### config.mk
export PLATFORM = sky130hd
export DESIGN_NAME = reaction_timer_core
export DESIGN_NICKNAME = d
export VERILOG_FILES = /design/src/rtl/reaction_pkg.sv /design/src/rtl/ms_prescaler.sv /design/src/rtl/reaction_timer_core.sv
export SDC_FILE = /design/constraint.sdc
export NUM_CORES = 1
export LEC_CHECK = 0
export ABC_AREA = 1
export CAP_MARGIN = 20
export CORE_ASPECT_RATIO = 0.5
export CORE_MARGIN = 1.5
export CORE_UTILIZATION = 58
export CTS_CLUSTER_SIZE = 16
export DETAILED_ROUTE_END_ITERATION = 8
export GPL_TIMING_DRIVEN = 0
export PLACE_DENSITY = 0.88
export SLEW_MARGIN = 10
export SYNTH_ARGS = -nofsm -noshare
export SYNTH_HDL_FRONTEND = slang
export SYNTH_SLANG_ARGS = --single-unit
### constraint.sdc
create_clock -name clk -period 2.8 [get_ports clk]
set_input_delay 0.28 -clock clk [delete_from_list [all_inputs] [get_ports clk]]
set_output_delay 0.28 -clock clk [all_outputs]
set_load 0.02 [all_outputs]
### src/rtl/reaction_pkg.sv
// Shared types and helpers for the reaction-time game core.
// The delay width is sized for the largest random delay the LFSR value can produce.
package reaction_pkg;

  typedef enum logic [2:0] {
    StIdle,
    StWait,
    StGo,
    StDone,
    StEarly
  } state_e;

  localparam int unsigned RandW         = 7;
  localparam int unsigned DefMinDelayMs = 1000;
  localparam int unsigned DefStepMs     = 16;

  function automatic int unsigned delay_width(input int unsigned min_ms,
                                              input int unsigned step_ms);
    return $clog2(min_ms + ((1 << RandW) - 1) * step_ms + 1);
  endfunction

endpackage

### src/rtl/ms_prescaler.sv
// Divides the system clock down to a one-cycle millisecond tick.
// restart zeroes the count so the next tick lands a full period later.
module ms_prescaler #(
  parameter int unsigned CLKS_PER_MS = 50000
) (
  input  logic clk,
  input  logic rst_n,
  input  logic restart,
  output logic tick
);

  localparam int unsigned CntW = (CLKS_PER_MS > 1) ? $clog2(CLKS_PER_MS) : 1;
  localparam logic [CntW-1:0] CntMax = CntW'(CLKS_PER_MS - 1);

  logic [CntW-1:0] cnt_d, cnt_q;

  assign tick = (cnt_q == CntMax);

  always_comb begin
    cnt_d = cnt_q + 1'b1;
    if (restart || tick) begin
      cnt_d = '0;
    end
  end

  always_ff @(posedge clk or negedge rst_n) begin
    if (!rst_n) begin
      cnt_q <= '0;
    end else begin
      cnt_q <= cnt_d;
    end
  end

endmodule

### src/rtl/reaction_timer_core.sv
// Reaction-time game: starts a round on the LFSR freeze edge, waits a random delay,
// lights GO and measures the button response in milliseconds.
module reaction_timer_core
  import reaction_pkg::*;
#(
  parameter int unsigned CLKS_PER_MS  = 50000,
  parameter int unsigned MIN_DELAY_MS = DefMinDelayMs,
  parameter int unsigned STEP_MS      = DefStepMs,
  parameter int unsigned RW           = 14
) (
  input  logic             clk,
  input  logic             rst_n,
  input  logic             cenable,
  input  logic [RandW-1:0] rand_val,
  input  logic             button,
  input  logic             clear,
  output logic             led_go,
  output logic [RW-1:0]    result_ms,
  output logic             result_valid,
  output logic             too_early,
  output logic             busy
);

  localparam int unsigned DelayW = delay_width(MIN_DELAY_MS, STEP_MS);
  localparam logic [RW-1:0] ReactMax = {RW{1'b1}};

  state_e            state_d, state_q;
  logic              cen_d_q;
  logic [2:0]        btn_sync_d, btn_sync_q;
  logic [DelayW-1:0] delay_d, delay_q, new_delay;
  logic [RW-1:0]     react_d, react_q;
  logic [RW-1:0]     result_d, result_q;
  logic              result_valid_d, result_valid_q;
  logic              led_go_q, too_early_q, busy_q;
  logic              cen_rise, btn_rise, tick, restart;

  // btn_sync_q[0..1] is the synchronizer, [2] is the edge-detect delay.
  assign btn_sync_d = {btn_sync_q[1:0], button};
  assign btn_rise   = btn_sync_q[1] & ~btn_sync_q[2];
  assign cen_rise   = cenable & ~cen_d_q;
  assign new_delay  = DelayW'(MIN_DELAY_MS) + DelayW'(rand_val) * DelayW'(STEP_MS);

  always_comb begin
    state_d        = state_q;
    delay_d        = delay_q;
    react_d        = react_q;
    result_d       = result_q;
    result_valid_d = 1'b0;
    if (clear) begin
      state_d = StIdle;
    end else begin
      case (state_q)
        StIdle, StDone, StEarly: begin
          if (cen_rise) begin
            state_d = StWait;
            delay_d = new_delay;
          end
        end
        StWait: begin
          if (btn_rise) begin
            state_d = StEarly;
          end else if (tick) begin
            if (delay_q <= DelayW'(1)) begin
              state_d = StGo;
              react_d = '0;
            end else begin
              delay_d = delay_q - 1'b1;
            end
          end
        end
        StGo: begin
          // A tick while already saturated is the timeout; the value reported is the same.
          if (btn_rise || (tick && react_q == ReactMax)) begin
            state_d        = StDone;
            result_d       = react_q;
            result_valid_d = 1'b1;
          end else if (tick) begin
            react_d = react_q + 1'b1;
          end
        end
        default: state_d = StIdle;
      endcase
    end
  end

  assign restart = (state_d != state_q) && ((state_d == StWait) || (state_d == StGo));

  ms_prescaler #(
    .CLKS_PER_MS(CLKS_PER_MS)
  ) u_prescaler (
    .clk    (clk),
    .rst_n  (rst_n),
    .restart(restart),
    .tick   (tick)
  );

  always_ff @(posedge clk or negedge rst_n) begin
    if (!rst_n) begin
      state_q        <= StIdle;
      cen_d_q        <= 1'b0;
      btn_sync_q     <= '0;
      delay_q        <= '0;
      react_q        <= '0;
      result_q       <= '0;
      result_valid_q <= 1'b0;
      led_go_q       <= 1'b0;
      too_early_q    <= 1'b0;
      busy_q         <= 1'b0;
    end else begin
      state_q        <= state_d;
      cen_d_q        <= cenable;
      btn_sync_q     <= btn_sync_d;
      delay_q        <= delay_d;
      react_q        <= react_d;
      result_q       <= result_d;
      result_valid_q <= result_valid_d;
      led_go_q       <= (state_d == StGo);
      too_early_q    <= (state_d == StEarly);
      busy_q         <= (state_d == StWait) || (state_d == StGo);
    end
  end

  assign led_go       = led_go_q;
  assign result_ms    = result_q;
  assign result_valid = result_valid_q;
  assign too_early    = too_early_q;
  assign busy         = busy_q;

endmodule

Word level (Yosys, flattened, before mapping)
Index checks and enable logic that the tools add are counted.
- register bits: 67
- input port bits: 12
- $add $sub $neg: 4
- $lt $le $gt $ge: 1
- eq/ne operators: 17
- multiplexer cells: 22
- bitwise logic cells: 5
- reduce and logical (&&, ||, !) cells: 12
- operators by type and width (kind ; count):
    14-bit 2-to-1 mux ; 5
    12-bit 2-to-1 mux ; 4
    14-bit one-hot mux with 2 select lines ; 1
    12-bit one-hot mux with 2 select lines ; 1
    3-bit 2-to-1 mux ; 6
    16-bit by 1-bit adder with 16-bit output, second input constant ; 1
    16-bit == test, second input constant ; 1
    16-bit 2-to-1 mux ; 1
    14-bit by 1-bit adder with 14-bit output, second input constant ; 1
    14-bit == test, second input constant ; 1
    2-bit inequality test, second input constant ; 7
    10-bit by 11-bit adder with 12-bit output, first input constant ; 1
    12-bit by 1-bit less-or-equal comparator with 1-bit output, second input constant ; 1
    12-bit by 1-bit subtractor with 12-bit output, second input constant ; 1
    3-bit by 2-bit == test with 1-bit output, second input constant ; 3
    3-bit one-hot mux with 3 select lines ; 1
    7-bit AND reduction ; 1
    3-bit by 1-bit == test with 1-bit output, second input constant ; 2
    3-bit == test, second input constant ; 2
    6-bit AND reduction ; 1
    2-bit nonzero test ; 2
    3-bit logical NOT ; 1
    1-bit logical OR ; 3
    1-bit 2-to-1 mux ; 3
    6 further kinds ; 10

Longest topological paths before layout
- depth after elaboration: 11
- gate-level depth with buffers: 17
- depth with buffers taken out: 16

By module
Synthesis repeated with hierarchy kept, for this count alone.
- cell total of the unflattened synthesis: 463
- area, all modules: 3751.1 um^2
- by module, submodules not included (module ; times used ; cells an instance ; area an instance (um^2) ; sequential area each (um^2)):
    reaction_timer_core ; 1 ; 340 ; 2790.2 ; 1276.2
    ms_prescaler ; 1 ; 123 ; 960.9 ; 400.4

Least setup slack after synthesis
No wires, ideal clock.
- kind: register to register
- start: register react_q[0]
- end: register result_q[10], in the netlist result_ms[10]
- library setup time: 0.125 ns
- arrival: 1.913 ns
- path slack: 0.762 ns
- stages on the path, launching flop included: 12
- period minus slack after synthesis: 2.038 ns
- cell sequence: dfrtp_1 > ha_1 > nand2_1 > nor2_1 > nand2_1 > nor2_1 > nand2_1 > nand2_1 > nand2_1 > nor2_1 > buf_4 > mux2_2
- word-level cells in the longest chain between the ends: 4
- ends and longest elaborated chain (element ; line ; source):
    start: declaration ; reaction_timer_core.sv:31 ; logic [RW-1:0] react_d, react_q;
    start signal: assignment ; reaction_timer_core.sv:114 ; react_q <= react_d;
    14-bit == test ; reaction_timer_core.sv:73 ; if (btn_rise || (tick && react_q == ReactMax)) begin
    1-bit logical AND ; reaction_timer_core.sv:73 ;
    1-bit logical OR ; reaction_timer_core.sv:73 ;
    3-bit AND reduction (no line) ; - ;
    end signal: assignment ; reaction_timer_core.sv:115 ; result_q <= result_d;
    end: declaration ; reaction_timer_core.sv:32 ; logic [RW-1:0] result_d, result_q;
No other way between the ends.
A chain may end at the register's enable or synchronous reset.

Worst setup path in the final report
- start: register react_q[0]
- end: register result_q[9], in the netlist result_ms[9]
Same word-level chain as after synthesis.

==> metrics.yaml <==
layout:
  n_antenna_cell: 0
  final_area_um2: 4370
  layout.nets: 493
  post-route-util_pct: 72.1
  syn_to_final_growth_pct: 20.3
  drive_gt1_share_pct: 12.7
  stdcell_count: 568
placed_design:
  routabilityCongestion: 0.928
  postPlaceCellArea_um2: 4030
  place_ws_ns: 0.317
  place_hpwl_um: 5140
  dpl.cell_count: 553
  port_buffers: 29
clocking:
  clkSinkCount: 67
  ctsHoldBuffers: 0
  post-cts-setup-buffer-count: 0
  clockBufferDepth: 2
  cts_tree: "yes"
  cts-resized-gates: 0
  cts_buffers: 9
  clk_latency_ns: 0.33
  htreeDepth: 3
  cts.clk_slew.worst_paths_ns: 0.06
  clock-root-buffer: "clkbuf_16"
global_routing:
  grt_pass1_wl_um: 13300
  grt_pass1_vias: 2956
  grt_max_degree: 68
  grt_antenna_before_repair: 0
  overflow: 0
  grtUsageTotal_pct: 25.4
synthesis:
  synth_top_area_share_pct: 46.2
  synthTopCellsByArea: "dfrtp_1, nand2_1, nor2_1"
  yosysUniqueCellTypes: 40
  synth-seq-area-share_pct: 46.2
  synth_edf_count: 0
  syn_area_um2: 3630
  yosys-top-cells-count: "nand2_1, dfrtp_1, nor2_1"
  avgSynthCellArea_um2: 8.32
  synth_ff_type: "dfrtp_1"
  syn_inst: 436
  synth_most_common_cell: "nand2_1"
  syn_nets: 453
  synth_top_area_cell: "dfrtp_1"
  ys_seq_elements: 67
  ys_warn_count: 0
  async_reset_ff_share_pct: 100
floorplan:
  coreArea_um2: 6060
  start_util_pct: 59.9
  ios: 30
  die_y_um: 58.9
  dieArea_um2: 6770
  die_width_um: 115
  core.rowCount: 20
detailed_routing:
  avgRoutedWirePerCell_um: 14.0
  wl_um: 7930
  drt_pass1_iterations: 9
  vias: 3151
  ant_nets: 0
  drc: 0
  routed_via_density: 5.55
  dr.first_iter.drc_count: 286
power_and_ir_drop:
  p_leak_nw: 1.93
  power.density_nw_per_um2: 700
  vdd_drop_max_mv: 0.334
timing:
  setup_violations: 0
  min_period_over_period_pct: 93.0
  clock.fmax_mhz: 384
  hold_viol_final: 0
  finalWorstSetupSlack_ns: 0.195
  finalClockSkew_ns: 0.00704
  slew_headroom_pct: 46.1
  slew_violations: 0
  tightest_slew_ns: 0.808
  rsz0062_at_grt: "false"
  period_minus_slack_ns: 2.60
worst_setup_path:
  crit_arrival_ns: 2.81
  cp-endpoint: "result_ms[9]"
  cp_max_fo: 10
  ff2ff_path_depth: 11
  cp-startpoint: "react_q[0]"
  start_kind: "flip-flop"
  critPathRequiredTime_ns: 3.01
  r2r_start: "react_q[0]"
  r2r_slack_ns: 0.20
  cp-end-kind: "flip-flop"
  rr_endpoint: "result_ms[9]"
  worstSetupPathType: "reg2reg"
worst_hold_path:
  worst_hold_path_type: "in2async"
run_status:
  status: "finished clean"
job:
  drv_cap: 0
-- layout by cell type, fill, tap and decap left out, drive strengths merged, types with 7 or more instances in the layout --
master	n
o21a	8
o31ai	8
nand2	96
nor3	10
nor2	67
clkdlybuf4s50	28
mux2	7
dfrtp	67
o21ai	18
a21oi	13
clkbuf	12
nand3	25
inv	51
xor2	18
-- flip-flops by register name (all words and copies together), names as in the netlist --
signal / cells
btn_sync_q: 3
u_prescaler.cnt_q: 16
cen_d_q: 1
too_early: 1
react_q: 14
result_ms: 14
busy: 1
state_q: 3
delay_q: 12
result_valid: 1
led_go: 1
-- stage by stage --
step                setup TNS [ns]  hold WS [ns]  total power, mW
finish                           0        0.0225             3.06
CTS                              0        0.0763             3.06
detailed placement               0         0.347             1.77
global placement            -43.70         0.335             1.75
floorplan                        0       -0.0156             1.61
global route                     0         0.122             3.21
-- worst max-delay path: stages, from the launching register on --
cell	delay, ns
dfrtp_1	0.46
ha_1	0.25
nand2_1	0.10
nor2_1	0.27
nand2_1	0.13
nor2_1	0.12
nand2_1	0.06
nand2_1	0.08
nand2_1	0.07
nor2_1	0.31
buf_4	0.27
mux2_2	0.36
-- worst min path at each step --
stage,end,start,cells past startpoint
CTS,delay_q[9],rst_n,1
global placement,btn_sync_q[1],btn_sync_q[0],0
detailed placement,btn_sync_q[1],btn_sync_q[0],0
floorplan,btn_sync_q[0],rst_n,0
finish,delay_q[4],rst_n,1
global route,delay_q[9],rst_n,1
-- logic make-up (layout without fill, tap and decap cells) --
group,Yosys count,count (layout),synth area share [%]
simple gates,214,214,27.0
flops,67,67,46.2
compound gates,60,60,10.6
buf+inv,60,104,6.72
xor+xnor,23,23,5.55
mux,7,7,2.17
fa+ha+maj,5,5,1.72
-- where the power goes --
group	internal, mW	switching (mW)	total [mW]
clock network	0.867	0.412	1.28
logic	0.210	0.357	0.567
registers	1.11	0.0986	1.21
total	2.19	0.868	3.06
-- metal layers --
| metal | part of all wire (%) | GRT usage [%] | wire length [um] |
|---|---|---|---|
| met1 | 44 | 31.5 | 3520 |
| met2 | 47 | 43.7 | 3740 |
| met3 | 4.9 | 6.08 | 391 |
| met4 | 3.5 | 10.6 | 274 |
| met5 | 0 | 0 | 0 |
-- cell type report --
type,instances,area (um^2)
Multi-Input combinational cell,309,1710
Buffer,8,48.8
Clock buffer,9,225
Sequential cell,67,1680
Clock inverter,6,115
Inverter,52,195
Tap cell,88,110
Fill cell,420,1690
Timing Repair Buffer,29,288
Power figures use the tool's default switching activity.
